**config.mk**
```make
export PLATFORM = sky130hd
export DESIGN_NAME = edge_event_arbiter
export DESIGN_NICKNAME = d
export VERILOG_FILES = /design/src/rtl/edge_event_arb_pkg.sv /design/src/rtl/edge_event_arb_slot.sv /design/src/rtl/edge_event_arbiter.sv
export SDC_FILE = /design/constraint.sdc
export NUM_CORES = 1
export LEC_CHECK = 0
export CORE_UTILIZATION = 56
export CTS_CLUSTER_DIAMETER = 80
export DETAILED_ROUTE_END_ITERATION = 8
export DONT_BUFFER_PORTS = 1
export PLACE_DENSITY = 0.74
export SLEW_MARGIN = 15
export SYNTH_ARGS = -nofsm -noshare
export SYNTH_HDL_FRONTEND = slang
export SYNTH_SLANG_ARGS = --single-unit
```
**constraint.sdc**
```tcl
create_clock -name clk -period 2.95 [get_ports clk]
set_clock_uncertainty 0.2 [all_clocks]
set_input_delay 0.4425 -clock clk [delete_from_list [all_inputs] [get_ports clk]]
set_output_delay 0.4425 -clock clk [all_outputs]
set_load 0.005 [all_outputs]
```
**src/rtl/edge_event_arb_pkg.sv**
```systemverilog
// Shared types and helpers for edge_event_arbiter.
// Optional feature macro: EDGE_EVENT_ARB_TIMESTAMP_EN (adds per-event timestamps).
package edge_event_arb_pkg;

    localparam int MAX_CH    = 16;
    localparam int MAX_IDX_W = 4;
`ifdef EDGE_EVENT_ARB_TIMESTAMP_EN
    localparam int MAX_TS_W  = 32;
`endif

    // Presented event, sized for the largest configuration; the top trims it to its own widths.
    typedef struct packed {
        logic [MAX_IDX_W-1:0] ch;
        logic                 pol;
`ifdef EDGE_EVENT_ARB_TIMESTAMP_EN
        logic [MAX_TS_W-1:0]  ts;
`endif
    } evt_t;

    // Round-robin pick: first set request scanning ptr, ptr+1, ... modulo num_ch; -1 if none.
    function automatic int rr_pick(input logic [MAX_CH-1:0] req, input int ptr, input int num_ch);
        int idx;
        rr_pick = -1;
        // Walk offsets from the far end so the smallest offset from ptr is the last one written.
        for (int k = MAX_CH - 1; k >= 0; k--) begin
            if (k < num_ch) begin
                idx = ptr + k;
                if (idx >= num_ch) idx = idx - num_ch;
                if (req[idx]) rr_pick = idx;
            end
        end
    endfunction

endpackage

```
**src/rtl/edge_event_arb_slot.sv**
```systemverilog
// One channel of edge_event_arbiter: level history, edge qualification,
// single-entry pending slot and sticky overflow flag.
// Optional feature macro: EDGE_EVENT_ARB_TIMESTAMP_EN (slot latches a timestamp at capture).
module edge_event_arb_slot
    import edge_event_arb_pkg::*;
`ifdef EDGE_EVENT_ARB_TIMESTAMP_EN
#(
    parameter int TS_W = 16
)
`endif
(
    input  logic            clk,
    input  logic            resetn,
    input  logic            en,
    input  logic            d,
    input  logic            rise_en,
    input  logic            fall_en,
    input  logic            unload,
    input  logic            ovf_clr,
`ifdef EDGE_EVENT_ARB_TIMESTAMP_EN
    input  logic [TS_W-1:0] ts_in,
    output logic [TS_W-1:0] ts,
`endif
    output logic            pend,
    output logic            pol,
    output logic            ovf
);

    logic q;
    logic rise;
    logic fall;
    logic hit;

    assign rise = d & ~q & rise_en & en;
    assign fall = ~d & q & fall_en & en;
    assign hit  = rise | fall;

    // Track history, capture qualified edges into the slot, flag edges lost to an occupied slot.
    always_ff @(posedge clk) begin
        if (!resetn) begin
            // NOTE: sequential state uses <= so every flop samples pre-edge values, independent of statement order.
            q    <= 1'b0;
            pend <= 1'b0;
            pol  <= 1'b0;
            ovf  <= 1'b0;
`ifdef EDGE_EVENT_ARB_TIMESTAMP_EN
            ts   <= '0;
`endif
        end else begin
            q <= d;
            // A new edge may refill the slot in the same cycle it is unloaded (set wins over clear).
            if (hit && (!pend || unload)) begin
                pend <= 1'b1;
                pol  <= rise;
`ifdef EDGE_EVENT_ARB_TIMESTAMP_EN
                ts   <= ts_in;
`endif
            end else if (unload) begin
                pend <= 1'b0;
            end
            // A fresh overflow beats a simultaneous clear.
            if (hit && pend && !unload) begin
                ovf <= 1'b1;
            end else if (ovf_clr) begin
                ovf <= 1'b0;
            end
        end
    end

endmodule

```
**src/rtl/edge_event_arbiter.sv**
```systemverilog
// Edge-event arbiter: per-channel edge detection with one pending event per channel,
// serialised round-robin onto a single valid/ready event port.
// Optional feature macro: EDGE_EVENT_ARB_TIMESTAMP_EN (free-running counter, evt_ts port).
module edge_event_arbiter
    import edge_event_arb_pkg::*;
#(
    parameter  int NUM_CH = 4,
    parameter  int TS_W   = 16,
    localparam int IDX_W  = $clog2(NUM_CH)
) (
    input  logic              clk,
    input  logic              resetn,
    input  logic              en,
    input  logic [NUM_CH-1:0] d,
    input  logic [NUM_CH-1:0] rise_en,
    input  logic [NUM_CH-1:0] fall_en,
    output logic              evt_valid,
    input  logic              evt_ready,
    output logic [IDX_W-1:0]  evt_ch,
    output logic              evt_pol,
`ifdef EDGE_EVENT_ARB_TIMESTAMP_EN
    output logic [TS_W-1:0]   evt_ts,
`endif
    output logic [NUM_CH-1:0] ovf,
    input  logic              ovf_clr
);

    if (NUM_CH < 2 || NUM_CH > MAX_CH || TS_W < 1) begin : g_bad_param
        $error("edge_event_arbiter: NUM_CH must be 2..16 and TS_W at least 1");
    end

    logic [NUM_CH-1:0] pend;
    logic [NUM_CH-1:0] pol;
    logic [NUM_CH-1:0] unload;
    logic [IDX_W-1:0]  rr_ptr;
    logic              load;
    logic              found;
    int                pick_idx;
    int                nxt_ptr;
    logic [IDX_W-1:0]  pick_ch;
    evt_t              pick_evt;
    evt_t              evt_q;

`ifdef EDGE_EVENT_ARB_TIMESTAMP_EN
    logic [TS_W-1:0] ts_cnt;
    logic [TS_W-1:0] slot_ts [NUM_CH];

    // Free-running timestamp, wraps naturally at 2^TS_W.
    always_ff @(posedge clk) begin
        if (!resetn) ts_cnt <= '0;
        else         ts_cnt <= ts_cnt + 1'b1;
    end
`endif

    for (genvar i = 0; i < NUM_CH; i++) begin : g_slot
`ifdef EDGE_EVENT_ARB_TIMESTAMP_EN
        edge_event_arb_slot #(.TS_W(TS_W)) u_slot (
            .clk     (clk),
            .resetn  (resetn),
            .en      (en),
            .d       (d[i]),
            .rise_en (rise_en[i]),
            .fall_en (fall_en[i]),
            .unload  (unload[i]),
            .ovf_clr (ovf_clr),
            .ts_in   (ts_cnt),
            .ts      (slot_ts[i]),
            .pend    (pend[i]),
            .pol     (pol[i]),
            .ovf     (ovf[i])
        );
`else
        edge_event_arb_slot u_slot (
            .clk     (clk),
            .resetn  (resetn),
            .en      (en),
            .d       (d[i]),
            .rise_en (rise_en[i]),
            .fall_en (fall_en[i]),
            .unload  (unload[i]),
            .ovf_clr (ovf_clr),
            .pend    (pend[i]),
            .pol     (pol[i]),
            .ovf     (ovf[i])
        );
`endif
    end

    // Pick the next pending slot and decide whether the output register loads this cycle.
    always_comb begin
        // NOTE: every output of this block gets a default first so no path leaves a latch behind.
        unload   = '0;
        pick_evt = '0;
        load     = !evt_valid || evt_ready;
        pick_idx = rr_pick(MAX_CH'(pend), int'(rr_ptr), NUM_CH);
        found    = (pick_idx >= 0);
        pick_ch  = IDX_W'(pick_idx);
        nxt_ptr  = (pick_idx == NUM_CH - 1) ? 0 : pick_idx + 1;
        if (found) begin
            pick_evt.ch  = MAX_IDX_W'(pick_ch);
            pick_evt.pol = pol[pick_ch];
`ifdef EDGE_EVENT_ARB_TIMESTAMP_EN
            pick_evt.ts  = MAX_TS_W'(slot_ts[pick_ch]);
`endif
        end
        if (load && found) unload[pick_ch] = 1'b1;
    end

    // Output register: holds while stalled, otherwise reloads from the arbiter or goes idle.
    always_ff @(posedge clk) begin
        if (!resetn) begin
            evt_valid <= 1'b0;
            evt_q     <= '0;
            rr_ptr    <= '0;
        end else if (load) begin
            if (found) begin
                evt_valid <= 1'b1;
                evt_q     <= pick_evt;
                rr_ptr    <= IDX_W'(nxt_ptr);
            end else begin
                evt_valid <= 1'b0;
            end
        end
    end

    assign evt_ch  = IDX_W'(evt_q.ch);
    assign evt_pol = evt_q.pol;
`ifdef EDGE_EVENT_ARB_TIMESTAMP_EN
    assign evt_ts  = TS_W'(evt_q.ts);
`endif

endmodule

```
## After elaboration in Yosys (flattened, before gate mapping)

Index checks and enable logic that the tools add are counted.

- Reductions and logical operators: 37
- $lt $le $gt $ge: 11
- Mux-type cells: 40
- Equality and inequality tests: 1
- Add/sub/neg operators: 8
- Bitwise gates (word level): 36

Operator list:

| kind | count |
|---|---|
| $mux W32 | 8 |
| $lt A32 B6 Y1 const B | 4 |
| $eq A32 B3 Y1 const B | 1 |
| $ge A32 B1 Y1 const B | 1 |
| $and A1 B1 Y1 | 24 |
| $mux W1 | 24 |
| $bmux W1 S4 | 4 |
| $reduce_bool A2 Y1 | 8 |
| $logic_and A1 B1 Y1 | 14 |
| $sub A3 B3 Y4 const B | 3 |
| $ge A3 B3 Y1 const B | 3 |
| $logic_not A1 Y1 | 9 |
| $not A1 Y1 | 8 |
| $add A2 B2 Y3 const B | 2 |
| $logic_or A1 B1 Y1 | 5 |
| $mux W4 | 1 |
| $or A1 B1 Y1 | 4 |
| $sub A2 B3 Y4 const B | 1 |
| $add A2 B1 Y3 const B | 1 |
| $ge A2 B3 Y1 const B | 1 |
| $lt A2 B3 Y1 const B | 1 |
| $add A2 B2 Y2 const B | 1 |
| $bmux W1 S2 | 1 |
| $demux W1 S2 | 1 |
| 3 further kinds | 3 |

- Register bits after elaboration: 22
- Input bits: 17

## Logic depth before layout (Yosys ltp)

- Depth after elaboration: 18
- Gate-level depth with buffers: 12
- Depth with buffers taken out: 11

## Modules after synthesis

Synthesis repeated with hierarchy kept, for this count alone.

- Cell total of the unflattened synthesis: 142
- Area total of the unflattened synthesis: 1,325.0 um^2

By module, submodules not included:

| module | seq. area each (um^2) | area each (um^2) | cells an instance | instances |
|---|---|---|---|---|
| edge_event_arb_slot | 80.1 | 166.4 | 16 | 4 |
| edge_event_arbiter | 120.1 | 659.4 | 78 | 1 |

## Least setup slack after synthesis

OpenSTA, ideal clock, no wires.

- Kind: register -> register
- Start point: reg rr_ptr[0]
- End point: reg g_slot[0].u_slot.ovf
- Arrival time: 2.513 ns
- Setup time: 0.058 ns
- Cell stages (with the launch flop): 13
- Path slack: 0.179 ns
- Buffers on the path: 1
- Period minus slack after synthesis: 2.771 ns
- Cell sequence: dfxtp_1 buf_6 inv_1 ha_1 mux2_1 a22oi_2 o2111ai_1 nand2_1 inv_1 ha_1 o211ai_1 nor3b_1 o21a_1

RTL lines:

| element | line | text |
|---|---|---|
| start: declaration | edge_event_arbiter.sv:35 | `logic [IDX_W-1:0] rr_ptr;` |
| start signal: assignment | edge_event_arbiter.sv:119 | `rr_ptr <= IDX_W'(nxt_ptr);` |
| end signal: assignment | edge_event_arb_slot.sv:45 | `ovf <= 1'b0;` |
| end signal: assignment | edge_event_arb_slot.sv:63 | `ovf <= 1'b1;` |
| end signal: assignment | edge_event_arb_slot.sv:65 | `ovf <= 1'b0;` |
| end: declaration | edge_event_arb_slot.sv:26 | `output logic ovf` |

==> impl_metrics.tcl <==
set metrics [dict create \
    cts.clk_slew.worst_paths_ns 0.11 \
    status "finished, final reports clean" \
    fill_cells 219 \
    vias_per_cell 5.85 \
    core_area_um2 2300 \
    grt.total_usage_pct 22.0 \
    syn-mean-instance-area_um2 8.77 \
    first_pass_iters 4 \
    setup_viol_count_final 0 \
    synthesis.nets 187 \
    ys_types 45 \
    slowest_stage "dfxtp_2" \
    htree_levels 1 \
    dr.first_iter.drc_count 16 \
    overflow 0 \
    drcViolationCount 0 \
    synth.top_cell.area_share_pct 31.2 \
    wirelength_mm 2.54 \
    dieHeight_um 52.2 \
    synth_edf_count 0 \
    start_util_pct 61.4 \
    required_ns 2.96 \
    async_flop_share_pct 0 \
    fmax_mhz 364 \
    power_density_nw_per_um2 533 \
    yosysWarnings 0 \
    reg2reg_slack_ns 0.20 \
    synth_seq_area_share_pct 31.2 \
    peakVddDrop_uv 397 \
    min_path_type "in -> reg" \
    avgRoutedWirePerCell_um 13.6 \
    rsz0062_at_grt "no" \
    netlist_area_um2 1410 \
    crit_type "reg -> reg" \
    clockBufferDepth 2 \
    hold_viol 0 \
    globalRouteMet3Util_pct 3.77 \
    hold_depth 1 \
    cts-buffers-inserted 3 \
    drive_above_1_share_pct 14.6 \
    worst_pin_slew_ns 0.369 \
    crit_fanout 6 \
    postRouteAntennaNets 0 \
    yosys-top-cells-area "dfxtp_1 (31%), ha_1 (8.0%), nand2_1 (6.1%), a21boi_0 (2.7%), nor2b_1 (2.7%)" \
    grt.busiest_layer "met2" \
    die_x_um 52.2 \
    slew_violations 0 \
    reg2reg_from "rr_ptr[1]" \
    grt_max_degree 27 \
    postLayoutCellArea_um2 1450 \
    slew-limit-headroom_pct 75.2 \
    syn2layout_area_growth_pct 2.66 \
    gp_congestion 0.883 \
    maxCapViolCount 0 \
    vias 1089 \
    min_period_ns 2.75 \
    hpwl_mm 2.03 \
    synth_commonest_cells "nand2_1 (23), dfxtp_1 (22), ha_1 (9), nor2_1 (8), inv_1 (7)" \
    post_cts_buffers 0 \
    period_share_pct 93.2 \
    synth_seq_cells 22 \
    syn_inst 161 \
    cts_tree "done" \
    grt_util_met2_pct 40.6 \
    port_buffers 0 \
    synth_flop_cell "dfxtp_1" \
    rows 17 \
    setup.worst_path.end_class "flip-flop" \
    grt_pass1_wl_mm 4.42 \
    clk_latency_ns 0.30 \
    diodes 0 \
    yosys.area.top_type "dfxtp_1" \
    arrival_ns 2.75 \
    reg2reg_depth 11 \
    yosysMostFrequentCell "nand2_1" \
    tns_ns 0 \
    min_from "d[3]" \
    pin_count 25 \
    grt_antenna_before_repair 0 \
    max_stage_delay_ns 0.38 \
    cts.sink_count 22 \
    cp_cell_sequence "inv_1 > ha_2 > mux2_1 > a22oi_2 > o211ai_2 > o2bb2ai_2 > inv_2 > ha_1 > o211ai_1 > nor3b_1 > o21a_1" \
    grt_pass1_vias 1061 \
    grt_use_met1_pct 26.2 \
    cp-start-kind "flip-flop" \
    final_nets 186 \
    crit_start "rr_ptr[1]" \
    place_area_um2 1410 \
    die_area_um2 2720 \
    leakage_nw 0.583 \
    cts_root_buffer "clkbuf_4" \
]
repair_timing:
item / in CTS / in global routing
resized for setup: 0 / 5
endpoints found under the hold margin: 0 / 0
hold buffers: 0 / 0
endpoints found under the setup margin: 0 / 8
critical path: cells and delay by family (launching register included):
family	cells	cell delay, ns
and+or+nand+nor	1	0.17
DFF	1	0.38
buffers and inverters	2	0.16
adders and majority gates	2	0.55
AOI/OAI and AO/OA	5	0.87
muxes	1	0.34
where the power goes:
part / leakage [nW] / total, W / internal (W) / switching, W
clock network: 0.0138 / 0.000131 / 0.0000475 / 0.0000834
registers: 0.181 / 0.000358 / 0.000331 / 0.0000273
logic: 0.389 / 0.000283 / 0.000121 / 0.000162
total: 0.583 / 0.000773 / 0.000500 / 0.000273
layer usage:
layer | up-vias | wire length (um) | share of wire, %
met5 | - | 0 | 0
li1 | 561 | - | -
met1 | 519 | 1250 | 49
met3 | 0 | 47 | 1.9
met2 | 9 | 1240 | 49
met4 | 0 | 0 | 0
per-stage QoR:
| step | hold WS (ns) | power (W) | std cells | utilization (%) | worst slack, ns |
|---|---|---|---|---|---|
| floorplan | 0.225 | 0.000585 | 161 | - | 0.179 |
| global placement | 0.245 | 0.000631 | 183 | 61.3 | 0.242 |
| detailed placement | 0.251 | 0.000640 | 183 | 61.3 | 0.145 |
| CTS | 0.0411 | 0.000771 | 186 | 62.3 | 0.122 |
| global route | 0.0317 | 0.000830 | 186 | 63.1 | 0.0178 |
| finish | 0.0597 | 0.000773 | 186 | 63.1 | 0.201 |
registers in the layout, summed over array words and instances (netlist names):
signal / count
evt_ch: 2
evt_pol: 1
evt_valid: 1
g_slot.u_slot.ovf: 4
g_slot.u_slot.pend: 4
g_slot.u_slot.pol: 4
g_slot.u_slot.q: 4
rr_ptr: 2
cell families (layout without fill, tap and decap cells):
family	count (synthesis)	count (layout)	synth area share [%]
fa+ha+maj	9	9	7.98
buf+inv	16	13	5.85
compound gates	42	42	22.6
simple gates	65	65	26.0
flops	22	22	31.2
mux	7	7	6.38
placed cells by master (no fill, tap or decap), types with 3 or more instances in the layout:
cell and count:
a21boi_0 5, a21oi_1 5, and2_1 4, and3_1 5, and3b_1 4, clkbuf_4 3, dfxtp_1 21, ha_1 8
inv_1 7, nand2_1 22, nand2b_1 3, nor2_1 8, nor2b_1 6, nor3b_1 4, o211ai_1 4, o21a_1 5
o21ai_0 5, o2bb2ai_1 4
area by class of cell:
class	instances	area (um2)	area share [%]
multi-input combinational	123	905	62.4
sequential	22	442	30.5
clock buffer	3	22.5	1.55
inverter	8	30.0	2.07
tap	28	35.0	2.42
timing repair buffer	2	15.0	1.04
path summary, 6_finish.rpt:
kind | to
worst max-delay path | g_slot[3].u_slot.ovf
worst min-delay path | g_slot[3].u_slot.q
worst max register to register | g_slot[3].u_slot.ovf
worst min register to register | g_slot[1].u_slot.pol
(Power assumes the default switching activity.)
